[config.mk]
export PLATFORM = sky130hd
export DESIGN_NAME = reg_file_scoreboard
export DESIGN_NICKNAME = d
export VERILOG_FILES = /design/src/rtl/regfile_pkg.sv /design/src/rtl/reg_scoreboard.sv /design/src/rtl/reg_file_scoreboard.sv
export SDC_FILE = /design/constraint.sdc
export NUM_CORES = 1
export LEC_CHECK = 0
export CAP_MARGIN = 0
export CORE_MARGIN = 1.5
export CORE_UTILIZATION = 62
export CTS_CLUSTER_DIAMETER = 150
export DETAILED_ROUTE_END_ITERATION = 7
export PLACE_DENSITY = 0.95
export SLEW_MARGIN = 20
export SYNTH_ARGS = -nofsm -noshare
export SYNTH_HDL_FRONTEND = slang
export SYNTH_SLANG_ARGS = --single-unit
[constraint.sdc]
create_clock -name clk -period 7.8 [get_ports clk]
set_clock_uncertainty 0.15 [all_clocks]
set_input_delay 2.34 -clock clk [delete_from_list [all_inputs] [get_ports clk]]
set_output_delay 2.34 -clock clk [all_outputs]
set_load 0.05 [all_outputs]
[src/rtl/regfile_pkg.sv]
`default_nettype none
// ============================================================================
// regfile_pkg : shared defaults and types for the register-file scoreboard
// Revision    : 1.0
// ============================================================================
package regfile_pkg;

  localparam int DEF_DATA_W    = 8;
  localparam int DEF_DEPTH     = 8;
  localparam bit DEF_ZERO_REG0 = 1'b0;

  typedef logic [DEF_DATA_W-1:0]       data_t;
  typedef logic [$clog2(DEF_DEPTH)-1:0] addr_t;

endpackage
`default_nettype wire

[src/rtl/reg_scoreboard.sv]
`default_nettype none
// ============================================================================
// reg_scoreboard : per-register busy flags set by claims, cleared by writes
// Revision       : 1.0
// ============================================================================
module reg_scoreboard
  import regfile_pkg::*;
#(
  parameter  int DEPTH     = DEF_DEPTH,
  parameter  bit ZERO_REG0 = DEF_ZERO_REG0,
  localparam int ADDR_W    = $clog2(DEPTH)
) (
  input  logic              clk,
  input  logic              rst,
  input  logic              wr_en,
  input  logic [ADDR_W-1:0] wr_addr,
  input  logic              claim_en,
  input  logic [ADDR_W-1:0] claim_addr,
  input  logic [ADDR_W-1:0] rd_addr_a,
  input  logic [ADDR_W-1:0] rd_addr_b,
  output logic              busy_a,
  output logic              busy_b
);

  logic [DEPTH-1:0] r_busy;
  logic [DEPTH-1:0] w_busy_next;

  // Claim is applied after the clear so a same-cycle claim+write leaves the
  // register busy: a new producer is already in flight.
  always_comb begin
    w_busy_next = r_busy;
    if (wr_en)
      w_busy_next[wr_addr] = 1'b0;
    if (claim_en)
      w_busy_next[claim_addr] = 1'b1;
    if (ZERO_REG0)
      w_busy_next[0] = 1'b0;
  end

  always_ff @(posedge clk or negedge rst) begin
    if (!rst)
      r_busy <= '0;
    else
      r_busy <= w_busy_next;
  end

  always_comb begin
    busy_a = r_busy[rd_addr_a] & ~(wr_en && (wr_addr == rd_addr_a));
    busy_b = r_busy[rd_addr_b] & ~(wr_en && (wr_addr == rd_addr_b));
  end

endmodule
`default_nettype wire

[src/rtl/reg_file_scoreboard.sv]
`default_nettype none
// ============================================================================
// reg_file_scoreboard : 2R/1W register file with write bypass, optional
//                       hardwired-zero R0 and a RAW-hazard busy scoreboard
// Revision            : 1.0
// ============================================================================
module reg_file_scoreboard
  import regfile_pkg::*;
#(
  parameter  int DATA_W    = DEF_DATA_W,
  parameter  int DEPTH     = DEF_DEPTH,
  parameter  bit ZERO_REG0 = DEF_ZERO_REG0,
  localparam int ADDR_W    = $clog2(DEPTH)
) (
  input  logic              clk,
  input  logic              rst,
  input  logic              wr_en,
  input  logic [ADDR_W-1:0] wr_addr,
  input  logic [DATA_W-1:0] wr_data,
  input  logic [ADDR_W-1:0] rd_addr_a,
  input  logic [ADDR_W-1:0] rd_addr_b,
  output logic [DATA_W-1:0] rd_data_a,
  output logic [DATA_W-1:0] rd_data_b,
  input  logic              claim_en,
  input  logic [ADDR_W-1:0] claim_addr,
  output logic              busy_a,
  output logic              busy_b,
  output logic              hazard
);

  logic [DATA_W-1:0] r_regs [DEPTH];
  logic              w_wr_ok;

  assign w_wr_ok = wr_en && !(ZERO_REG0 && (wr_addr == '0));

  always_ff @(posedge clk or negedge rst) begin
    if (!rst) begin
      for (int i = 0; i < DEPTH; i++)
        r_regs[i] <= '0;
    end else if (w_wr_ok) begin
      r_regs[wr_addr] <= wr_data;
    end
  end

  // Bypass first, then R0 masking so a hardwired zero overrides the bypass.
  always_comb begin
    rd_data_a = r_regs[rd_addr_a];
    if (wr_en && (wr_addr == rd_addr_a))
      rd_data_a = wr_data;
    if (ZERO_REG0 && (rd_addr_a == '0))
      rd_data_a = '0;
  end

  always_comb begin
    rd_data_b = r_regs[rd_addr_b];
    if (wr_en && (wr_addr == rd_addr_b))
      rd_data_b = wr_data;
    if (ZERO_REG0 && (rd_addr_b == '0))
      rd_data_b = '0;
  end

  reg_scoreboard #(
    .DEPTH     (DEPTH),
    .ZERO_REG0 (ZERO_REG0)
  ) u_scoreboard (
    .clk        (clk),
    .rst        (rst),
    .wr_en      (wr_en),
    .wr_addr    (wr_addr),
    .claim_en   (claim_en),
    .claim_addr (claim_addr),
    .rd_addr_a  (rd_addr_a),
    .rd_addr_b  (rd_addr_b),
    .busy_a     (busy_a),
    .busy_b     (busy_b)
  );

  assign hazard = busy_a | busy_b;

endmodule
`default_nettype wire

==> flow_summary.toml <==
[clock_tree]
cts_hold_buf = 0
ctsResizeCount = 0
tritoncts = "yes"
clkTransAtPathRegs_ps = 80
clk_path_buf_depth = 2
insertion_delay_ps = 360
cts_buffers = 9
clock-sinks = 72
post-cts-setup-buffers = 0
cts_root_buf = "clkbuf_8"
cts_htree_levels = 3

[detailed_routing]
vias = 2933
drc = 0
wirelength_um = 10100
first_iter_violations = 236
drt_first_pass_iters = 5
ant_nets = 0
wl_per_cell_um = 23.1
viasPerCell = 6.73

[hold_path]
hold_class = "reg -> reg"
holdPathStages = 2

[finish]
design_area_um2 = 5080
finalNetCount = 359
final_cells = 436
diodes = 0
area_delta_synth_final_pct = 17.1
layout-drive-gt1-share = 0.374

[timing]
finalHoldViolations = 0
rsz0062_at_grt = "false"
min_period_ps = 7270
max_freq_mhz = 138
worst_pin_slew_ps = 940
slew_violations = 0
slew_headroom = 0.370
tns_ps = 0
setup_viol = 0
min_period_over_period = 0.932

[die]
coreArea_um2 = 6790
ios = 43
start_util = 0.638
die_area_um2 = 7500
die_h_um = 86.6
num_rows = 30
die_w_um = 86.6

[worst_setup_path]
cp-start-kind = "input pin"
crit_arrival_ps = 4780
critPathRequiredTime_ps = 5310
critPathKind = "in -> out"
end_kind = "primary output"
crit_path_max_fanout = 11
rr_worst_depth = 1

[global_route]
antenna_found_initial = 0
grt_pass1_vias = 3073
grt_pass1_wl_um = 16300
grt_overflow = 0
grt_util_all_layers = 0.300
grt_start_max_net_pins = 73

[run_status]
status = "completed"

[yosys]
avgSynthCellArea_um2 = 14.6
synth_top_flop_cell = "dfrtp_1"
syn-num-nets = 320
synth.largest_area_cell = "dfrtp_1"
yosysUniqueCellTypes = 34
syn_inst = 296
yosysTopAreaCellShare = 0.416
synthTopCellsByCount = "dfrtp_1 (72), mux2_2 (64), mux4_1 (22)"
synth.most_common_cell = "dfrtp_1"
synthArstFlopShare = 1.00
synth_area_leaders = "dfrtp_1 (42%), mux2_2 (17%), mux4_1 (13%)"
yosysWarnings = 0
synth_edf_count = 0
synth_seq_cells = 72
netlist_area_um2 = 4330
synth.yosys.seq_area_share = 0.416

[placed_design]
placed_cell_area_um2 = 4830
placedCellCount = 420
dpl.hpwl_um = 6740
port_buffers = 42
gp_congestion = 0.793

[flow_run]
drv_cap = 0

[power_and_ir_drop]
p_leak_nw = 2.18
ir_drop_v = 0.000167
p_per_area_nw_per_um2 = 271
-- layer usage --
metal  global-route usage  routed length [um]  part of all wire
met5                    0                   0                 0
met4                0.176                 314             0.031
met3               0.0419                 616             0.061
met2                0.487                5240              0.52
met1                0.390                3920              0.39
-- power by group --
group | switching (mW) | internal, mW | leakage, nW | total (mW)
sequential | 0.0643 | 0.455 | 0.861 | 0.519
combinational | 0.230 | 0.265 | 1.20 | 0.496
clock | 0.149 | 0.213 | 0.119 | 0.362
-- path summary, 6_finish.rpt --
path                                                    end                             start  slack (ps)
setup / recovery                               rd_data_a[1]                      rd_addr_a[0]         530
min in group asynchronous  u_scoreboard.r_busy[3]$_DFF_PN0_                               rst        2020
setup reg to reg                     r_regs[12]$_DFFE_PN0P_            r_regs[12]$_DFFE_PN0P_        6820
max in group asynchronous            r_regs[30]$_DFFE_PN0P_                               rst        4890
hold reg to reg            u_scoreboard.r_busy[6]$_DFF_PN0_  u_scoreboard.r_busy[6]$_DFF_PN0_         370
hold / removal             u_scoreboard.r_busy[6]$_DFF_PN0_  u_scoreboard.r_busy[6]$_DFF_PN0_         370
-- layout make-up --
| cell class | instances | area, um2 |
|---|---|---|
| clock inverters | 7 | 120 |
| flip-flops and latches | 72 | 1800 |
| fillers | 386 | 1720 |
| multi-input cells | 196 | 2250 |
| repair buffers | 52 | 643 |
| inverters | 4 | 15.0 |
| well taps | 96 | 120 |
| clock buffers | 9 | 124 |
-- per-stage QoR --
step                setup WS (ps)   util  hold slack (ps)  power, mW
detailed placement            536  0.711              344       1.02
finish                        529  0.747              373       1.38
floorplan                    1420      -              311      0.822
global placement              658  0.711              328      0.989
global route                  370  0.747              399       1.43
CTS                           511  0.747              361       1.38
-- critical path, cell delays in order --
cell             delay (ps)
clkdlybuf4s50_1         940
buf_4                   350
mux4_1                  580
mux2i_1                 240
a21oi_1                 150
buf_12                  170
-- sequential cells by signal (all words and copies together), names as in the netlist --
signal               count
r_regs                  64
u_scoreboard.r_busy      8
-- logic make-up (layout without fill, tap and decap cells) --
family                    after synthesis  after routing  synth area share
muxes                                 118            118             0.410
DFF                                    72             72             0.416
and+or+nand+nor                        46             46            0.0644
buffers and inverters                  28             72            0.0644
AOI/OAI and AO/OA                      26             26            0.0335
xor gates and xnor gates                6              6            0.0121
-- cell usage in the layout (no fill, tap or decap) --
cell type and n:
mux4_2 9, clkbuf_8 9, mux2i_1 20, nor3_4 1, clkinv_4 2, nand4b_1 3
clkdlybuf4s50_1 22, nor3b_4 2, mux2_2 64, clkinvlp_4 1, and3_1 2, o32ai_1 2
o21ai_0 4, nor2_1 18, mux4_4 3, clkinv_2 1, buf_12 16, nor2b_1 2
nor3_2 1, xnor2_1 6, nand2b_4 1, nand4_1 3, inv_1 4, a21oi_1 16
o22ai_1 2, a22oi_1 2, bufinv_16 3, buf_4 13, dfrtp_1 72, mux4_1 22
or2_1 1, nand2b_1 5, nand2_1 7, buf_2 1
No activity file was read; power rests on OpenSTA's default activity.
